===== config.mk =====
export PLATFORM = sky130hd
export DESIGN_NAME = brick_collision_tracker
export DESIGN_NICKNAME = d
export VERILOG_FILES = /design/src/rtl/collision_pkg.sv /design/src/rtl/lowest_index_enc.sv /design/src/rtl/brick_collision_tracker.sv
export SDC_FILE = /design/constraint.sdc
export NUM_CORES = 1
export LEC_CHECK = 0
export BUFFER_PORTS_ARGS = -buffer_cell sky130_fd_sc_hd__buf_4
export CORE_UTILIZATION = 45
export CTS_CLUSTER_SIZE = 24
export DETAILED_ROUTE_END_ITERATION = 10
export MAX_ROUTING_LAYER = met4
export PLACE_DENSITY = 0.76
export RECOVER_POWER = 100
export SLEW_MARGIN = 15
export SYNTH_ARGS = -nofsm -noshare
export SYNTH_HDL_FRONTEND = slang
export SYNTH_SLANG_ARGS = --single-unit

===== constraint.sdc =====
create_clock -name clk -period 1.93 [get_ports clk]
set_input_delay 0 -clock clk [delete_from_list [all_inputs] [get_ports clk]]
set_output_delay 0 -clock clk [all_outputs]
set_load 0.05 [all_outputs]

===== src/rtl/collision_pkg.sv =====
// Shared types and constants for the brick collision tracker.
package collision_pkg;

   typedef enum logic [1:0] {
      IDLE   = 2'd0,
      SCAN   = 2'd1,
      REPORT = 2'd2
   } coll_state_t;

   localparam int DEF_SCREEN_W = 640;
   localparam int DEF_SCREEN_H = 480;

   localparam logic [7:0] HIT_COUNT_MAX = 8'd255;

   function automatic int idx_width(input int n);
      return (n > 1) ? $clog2(n) : 1;
   endfunction

   function automatic logic [7:0] sat_inc(input logic [7:0] v);
      return (v == HIT_COUNT_MAX) ? v : v + 8'd1;
   endfunction

endpackage


===== src/rtl/lowest_index_enc.sv =====
// Priority encoder: index of the lowest set bit plus a valid flag.
module lowest_index_enc #(
   parameter int N = 8,
   parameter int W = 3
) (
   input  logic [N-1:0] i_vec,
   output logic [W-1:0] o_idx,
   output logic         o_valid
);

   always_comb begin
      o_idx   = '0;
      o_valid = 1'b0;
      for (int i = N - 1; i >= 0; i--) begin
         if (i_vec[i]) begin
            o_idx   = W'(i);
            o_valid = 1'b1;
         end
      end
   end

endmodule


===== src/rtl/brick_collision_tracker.sv =====
// Per-frame tank/shell vs brick overlap tracker; owns the live-brick mask
// and reports hits once per frame right after startOfFrame.
module brick_collision_tracker
   import collision_pkg::*;
#(
   parameter int N_BRICKS = 8,
   parameter int SCREEN_W = DEF_SCREEN_W,
   parameter int SCREEN_H = DEF_SCREEN_H,
   localparam int IW = idx_width(N_BRICKS)
) (
   input  logic                clk,
   input  logic                reset,
   input  logic                startOfFrame,
   input  logic                levelRestart,
   input  logic [10:0]         pixelX,
   input  logic [10:0]         pixelY,
   input  logic                tankDrawingRequest,
   input  logic                shellDrawingRequest,
   input  logic [N_BRICKS-1:0] brickDrawingRequest,
   output logic                tankHitBrick,
   output logic                shellHitBrick,
   output logic [IW-1:0]       hitBrickIdx,
   output logic [N_BRICKS-1:0] brickAlive,
   output logic [7:0]          hitCount
);

   localparam logic [10:0] X_LIM = 11'(SCREEN_W);
   localparam logic [10:0] Y_LIM = 11'(SCREEN_H);

   coll_state_t r_state;
   coll_state_t w_next;

   logic                r_tank_flag;
   logic                r_shell_flag;
   logic [IW-1:0]       r_shell_idx;
   logic [10:0]         r_px_d;
   logic [10:0]         r_py_d;
   logic                r_tank_pulse;
   logic                r_shell_pulse;
   logic [IW-1:0]       r_hit_idx;
   logic [N_BRICKS-1:0] r_alive;
   logic [7:0]          r_count;

   logic                w_scan;
   logic                w_report;
   logic                w_fire;
   logic                w_active;
   logic [N_BRICKS-1:0] w_live_hit;
   logic                w_any_live;
   logic [IW-1:0]       w_low_idx;
   logic                w_tank_set;
   logic                w_shell_set;

   // State register
   always_ff @(posedge clk) begin
      if (reset) r_state <= IDLE;
      else       r_state <= w_next;
   end

   // Next-state logic
   always_comb begin
      w_next = r_state;
      unique case (r_state)
         IDLE:    if (startOfFrame) w_next = SCAN;
         SCAN:    if (startOfFrame) w_next = REPORT;
         REPORT:  w_next = SCAN;
         default: w_next = IDLE;
      endcase
   end

   // State decode
   always_comb begin
      w_scan   = 1'b0;
      w_report = 1'b0;
      unique case (r_state)
         SCAN:    w_scan   = 1'b1;
         REPORT:  w_report = 1'b1;
         default: ;
      endcase
   end

   assign w_fire = w_scan & startOfFrame;

   // Coordinates lag one cycle to line up with the drawing requests
   always_ff @(posedge clk) begin
      if (reset) begin
         r_px_d <= '0;
         r_py_d <= '0;
      end else begin
         r_px_d <= pixelX;
         r_py_d <= pixelY;
      end
   end

   assign w_active   = (r_px_d < X_LIM) && (r_py_d < Y_LIM);
   assign w_live_hit = brickDrawingRequest & r_alive;

   lowest_index_enc #(
      .N (N_BRICKS),
      .W (IW)
   ) u_enc (
      .i_vec   (w_live_hit),
      .o_idx   (w_low_idx),
      .o_valid (w_any_live)
   );

   assign w_tank_set  = w_active & tankDrawingRequest & w_any_live;
   assign w_shell_set = w_active & shellDrawingRequest & w_any_live;

   // Accumulators live only in SCAN; any other state clears them
   always_ff @(posedge clk) begin
      if (reset) begin
         r_tank_flag  <= 1'b0;
         r_shell_flag <= 1'b0;
         r_shell_idx  <= '0;
      end else if (w_scan) begin
         if (w_tank_set) r_tank_flag <= 1'b1;
         if (w_shell_set && !r_shell_flag) begin
            r_shell_flag <= 1'b1;
            r_shell_idx  <= w_low_idx;
         end
      end else begin
         r_tank_flag  <= 1'b0;
         r_shell_flag <= 1'b0;
         r_shell_idx  <= '0;
      end
   end

   // Pulses are registered so they occupy exactly the REPORT cycle
   always_ff @(posedge clk) begin
      if (reset) begin
         r_tank_pulse  <= 1'b0;
         r_shell_pulse <= 1'b0;
      end else begin
         r_tank_pulse  <= w_fire & r_tank_flag;
         r_shell_pulse <= w_fire & r_shell_flag;
      end
   end

   always_ff @(posedge clk) begin
      if (reset) begin
         r_hit_idx <= '0;
      end else if (w_report && r_shell_flag) begin
         r_hit_idx <= r_shell_idx;
      end
   end

   // Restore beats the REPORT-cycle kill/increment
   always_ff @(posedge clk) begin
      if (reset) begin
         r_alive <= '1;
         r_count <= '0;
      end else if (levelRestart) begin
         r_alive <= '1;
         r_count <= '0;
      end else if (w_report && r_shell_flag) begin
         r_alive[r_shell_idx] <= 1'b0;
         r_count              <= sat_inc(r_count);
      end
   end

   assign tankHitBrick  = r_tank_pulse;
   assign shellHitBrick = r_shell_pulse;
   assign hitBrickIdx   = r_hit_idx;
   assign brickAlive    = r_alive;
   assign hitCount      = r_count;

endmodule


Word-level counts from Yosys, hierarchy flattened --
Cells that the tools add are included. Widths: inputs -> output; s select.
Cells by class: bitwise operators 12, reductions and logical operators 10, multiplexer cells 23, magnitude comparators 4, equality and inequality tests 5, $add $sub $neg 1
Operators with widths (number):
- $mux 3 | 8
- $and 8x8->8 | 2
- $lt 11x10->1 const B | 1
- $lt 11x9->1 const B | 1
- $mux 1 | 11
- $add 8x1->8 const B | 1
- $eq 8x8->1 const B | 1
- $not 8->8 | 1
- $and 1x1->1 | 7
- $pmux 2 s3 | 1
- $logic_and 1x1->1 | 4
- $lt 3x4->1 const B | 1
- $mux 2 | 2
- $ne 2x2->1 const B | 2
- $reduce_and 2->1 | 2
- $reduce_or 2->1 | 2
- $demux 1 s3 | 1
- $ge 3x1->1 const B | 1
- $eq 2x1->1 const B | 1
- $eq 2x2->1 const B | 1
- $logic_not 2->1 | 1
- $not 1->1 | 2
- $logic_not 1->1 | 1
Word-level totals: bits of input ports 36, register bits 50, output and inout port bits 21, logic and storage cells 66

Depth between registers and ports, before layout --
word-level depth 11, depth in mapped cells 6, mapped depth without buffers 6

By module --
A second synthesis with hierarchy kept.
Second synthesis, totals: cells, all modules 168, area, all modules 1507.7 um2
By module, submodules not included:
- brick_collision_tracker | times used 1, area each 1427.6 um2, sequential area each 760.7 um2, cells each 155
- lowest_index_enc | times used 1, area each 80.1 um2, sequential area each 0.0 um2, cells each 13

Worst setup path after synthesis --
No wires, ideal clock.
kind flip-flop to flip-flop, from register r_count[0], in the netlist hitCount[0], to register r_count[4], in the netlist hitCount[4], setup slack 0.196 ns, clock period less this slack 1.734 ns, setup time 0.124 ns, arrival 1.610 ns, buffers on the path 0, stages on the path, launching flop included 7, data required time 1.806 ns, cell sequence dfxtp_1 -> ha_1 -> and2_1 -> a41oi_4 -> nand3_1 -> xor2_1 -> nor2_1
On the way: cells in the longest elaborated chain, start to end 3, elaborated cells between the ends (all ways) 4, classes of those cells 1 x add/sub; 1 x eq/ne; 1 x bitwise; 1 x reduce/logical
RTL lines:
- from (decl) | line brick_collision_tracker.sv:42 | logic [7:0] r_count;
- from (signal assigned) | line brick_collision_tracker.sv:158 | r_count <= sat_inc(r_count);
- branches (longest 3 deep; another with $add 8x1->8)
Several ways; the timed one is not identified. A chain may end at the register's enable or synchronous reset.

Final worst setup path --
Same ends and word-level chain as after synthesis.

==> run summary <==
Status: finished with violations
Failing checks: hold timing
Syn Area/Cell: 9.54 um2
Synth cell types: 35
Leakage: 0.815 nW
ANT nets after route: 0
Synth Instances: 156
Commonest cells in the netlist: 38 x dfxtp_1, 23 x nand2_1, 16 x nor2_1
#FFs+latches synth: 38
Synth top area cells: dfxtp_1 51%, nand2_1 5.8%, nor2b_1 4.6%, xor2_1 4.1%, nor2_1 4.0%
Ports: 57
DR vias/cell: 5.04
Final hold vios: 1
CTS sink cnt: 38
Largest stage delay on the critical path: 0.36 ns
Global router's overall resource usage: 0.226
Die Y: 59.5 um
Final setup fails: 0
Worst path arrival time: 1.81 ns
Root Driver: clkbuf_4
CTS tree: built
Tightest Pin Transition: 0.708 ns
Setup Skew: 0.00752 ns
Wire per inst: 12.8 um
Hold crit path type: in -> reg
Share of cells above drive strength 1: 0.148
Count leader, synth: dfxtp_1
Clock transition at path regs: 0.10 ns
Gpl congestion: 0.776
Core Box Area: 3100 um2
PortBufs: 44
Clock Path Buffers: 2
Antenna cell count: 0
Worst-path maximum fanout: 5
Area Growth Syn to Fin: 38.9%
FP Rows: 20
Cell Area, Placed: 1870 um2
Sequential share of the synthesized area: 0.511
Post-synth top area share: 0.511
Vias in the first global route: 1333
Placed instance count: 242
Crit end category: register
F_max: 636 MHz
Max-cap viol count: 0
GRT overflow: 0
Die area: 3540 um2
Worst IR Drop VDD: 0.000472 V
CP delay by family, top: simple AND/OR/NAND/NOR gates
Dpl hpwl: 2380 um
Initial DRC Count: 61
Final worst-path cycle share: 0.815
Critical path cell sequence: ha_1 > and2_0 > a41oi_4 > nand3_1 > xor2_1 > nor2_1
CP max-delay cell: dfxtp_1
Post-synth EDFFs: 0
Minimum clock period: 1.57 ns
RSZ-0062 raised after global routing: false
Max-slew violations: 0
Pre-CTS setup slack: 0.419 ns
Synthesis Warnings: 0
CP Buf/Inv Count: 0
Total number of vias: 1381
Async S/R FF share, synth: 0
Final net count: 267
Hold WS: -0.00248 ns
Cts bufs inserted: 5
Fin Setup TNS: 0 ns
Clock H-tree levels: 2
Non-Filler Instances: 274
CP required: 2.17 ns
Setup crit start kind: register
Critical path class: reg -> reg
Top_reg_cell synth: dfxtp_1
Setup ws final: 0.357 ns
Relative slew slack: 0.528
Initial antenna violation count: 0
TritonRoute pass-1 iters: 4
Initial Utilization: 0.479
Pin count of the biggest net entering global routing: 19
Post-Syn Nets: 193
Netlist Area Pre-Place: 1490 um2
Wirelength, routed: 3520 um
Die Span X: 59.5 um
Fin area: 2070 um2
Pwr dens: 644 nW/um2
First-pass GRT wire length: 5620 um
Setup Buffers After CTS: 0
Fill cell count: 284
Clk Latency, worst-skew pair: 0.34 ns
DRC violations left: 0
Cell taking the most area after synthesis: dfxtp_1
-- layout make-up --
class                           instances  area (um2)  share of cell area
Tap cell                               44        55.1              0.0267
Inverter                                1        3.75             0.00182
Timing Repair Buffer                   69         498               0.241
Multi-Input combinational cell        115         703               0.340
Clock buffer                            7        45.0              0.0218
Sequential cell                        38         761               0.368
-- power by group --
part           switching (W)  internal [W]  total (W)
registers         0.00000970      0.000801   0.000810
logic              0.0000549     0.0000902   0.000145
clock network       0.000237      0.000137   0.000374
-- path summary, 6_finish.rpt --
path,from,slack (ns),depth (start not counted),endpoint
setup / recovery,hitCount[0],0.36,6,hitCount[4]
hold / removal,brickDrawingRequest[1],-0.002,3,r_shell_idx[0]
setup reg to reg,hitCount[0],0.36,6,hitCount[4]
hold reg to reg,hitBrickIdx[2],0.48,2,hitBrickIdx[2]
-- repair_timing --
action | in CTS | in global routing
hold endpoints to repair | 27 | 0
resized for setup | 0 | 0
hold buffers | 25 | 0
-- flip-flops by register name, indices dropped and copies added (netlist names), 2 cells and up --
signal and cells:
brickAlive 8, hitBrickIdx 3, hitCount 8, r_px_d 4
r_py_d 6, r_shell_idx 3, r_state 2
-- kinds of logic (layout without fill, tap and decap cells) --
family / Yosys count / in the layout / synth area share
and+or+nand+nor: 76 / 76 / 0.272
DFF: 38 / 38 / 0.511
AOI/OAI and AO/OA: 29 / 29 / 0.147
xor gates and xnor gates: 8 / 8 / 0.0471
buffers and inverters: 3 / 77 / 0.00756
adders and majority gates: 1 / 1 / 0.00841
muxes: 1 / 1 / 0.00673
-- worst register-to-register path, cell delays in order (launching register included) --
cell and delay (ns):
dfxtp_1 0.36, ha_1 0.22, and2_0 0.25, a41oi_4 0.32, nand3_1 0.13, xor2_1 0.15, nor2_1 0.05
-- stage by stage --
stage,util,total power [W]
floorplan,-,0.000882
global placement,0.601,0.000930
detailed placement,0.601,0.000935
CTS,0.696,0.00134
global route,0.666,0.00139
finish,0.666,0.00133
-- routing by layer --
layer	vias up	part of all wire	track usage	wire [um]
met2	40	0.54	0.406	1890
met5	-	0	-	0
li1	692	-	-	-
met4	0	0.012	0.0731	41
met3	7	0.050	0.0764	177
met1	642	0.40	0.229	1410
-- cells in the final DEF, fill, tap and decap left out, types with 2 or more instances in the layout --
cell,Yosys,routed
o21ai_0,9,9
o31ai_1,2,2
clkbuf_4,0,5
and2_0,0,2
and2_1,4,2
a22o_1,4,4
dlygate4sd3_1,0,25
xor2_1,7,7
nand2_1,23,23
nand4_1,4,4
clkbuf_1,1,24
dfxtp_1,38,38
or2_2,2,2
nor2_1,16,16
and3_1,3,3
nand3_1,4,4
buf_4,0,22
nand2b_1,2,2
nor2b_1,11,11
a21oi_1,7,7
(Power assumes the default switching activity.)
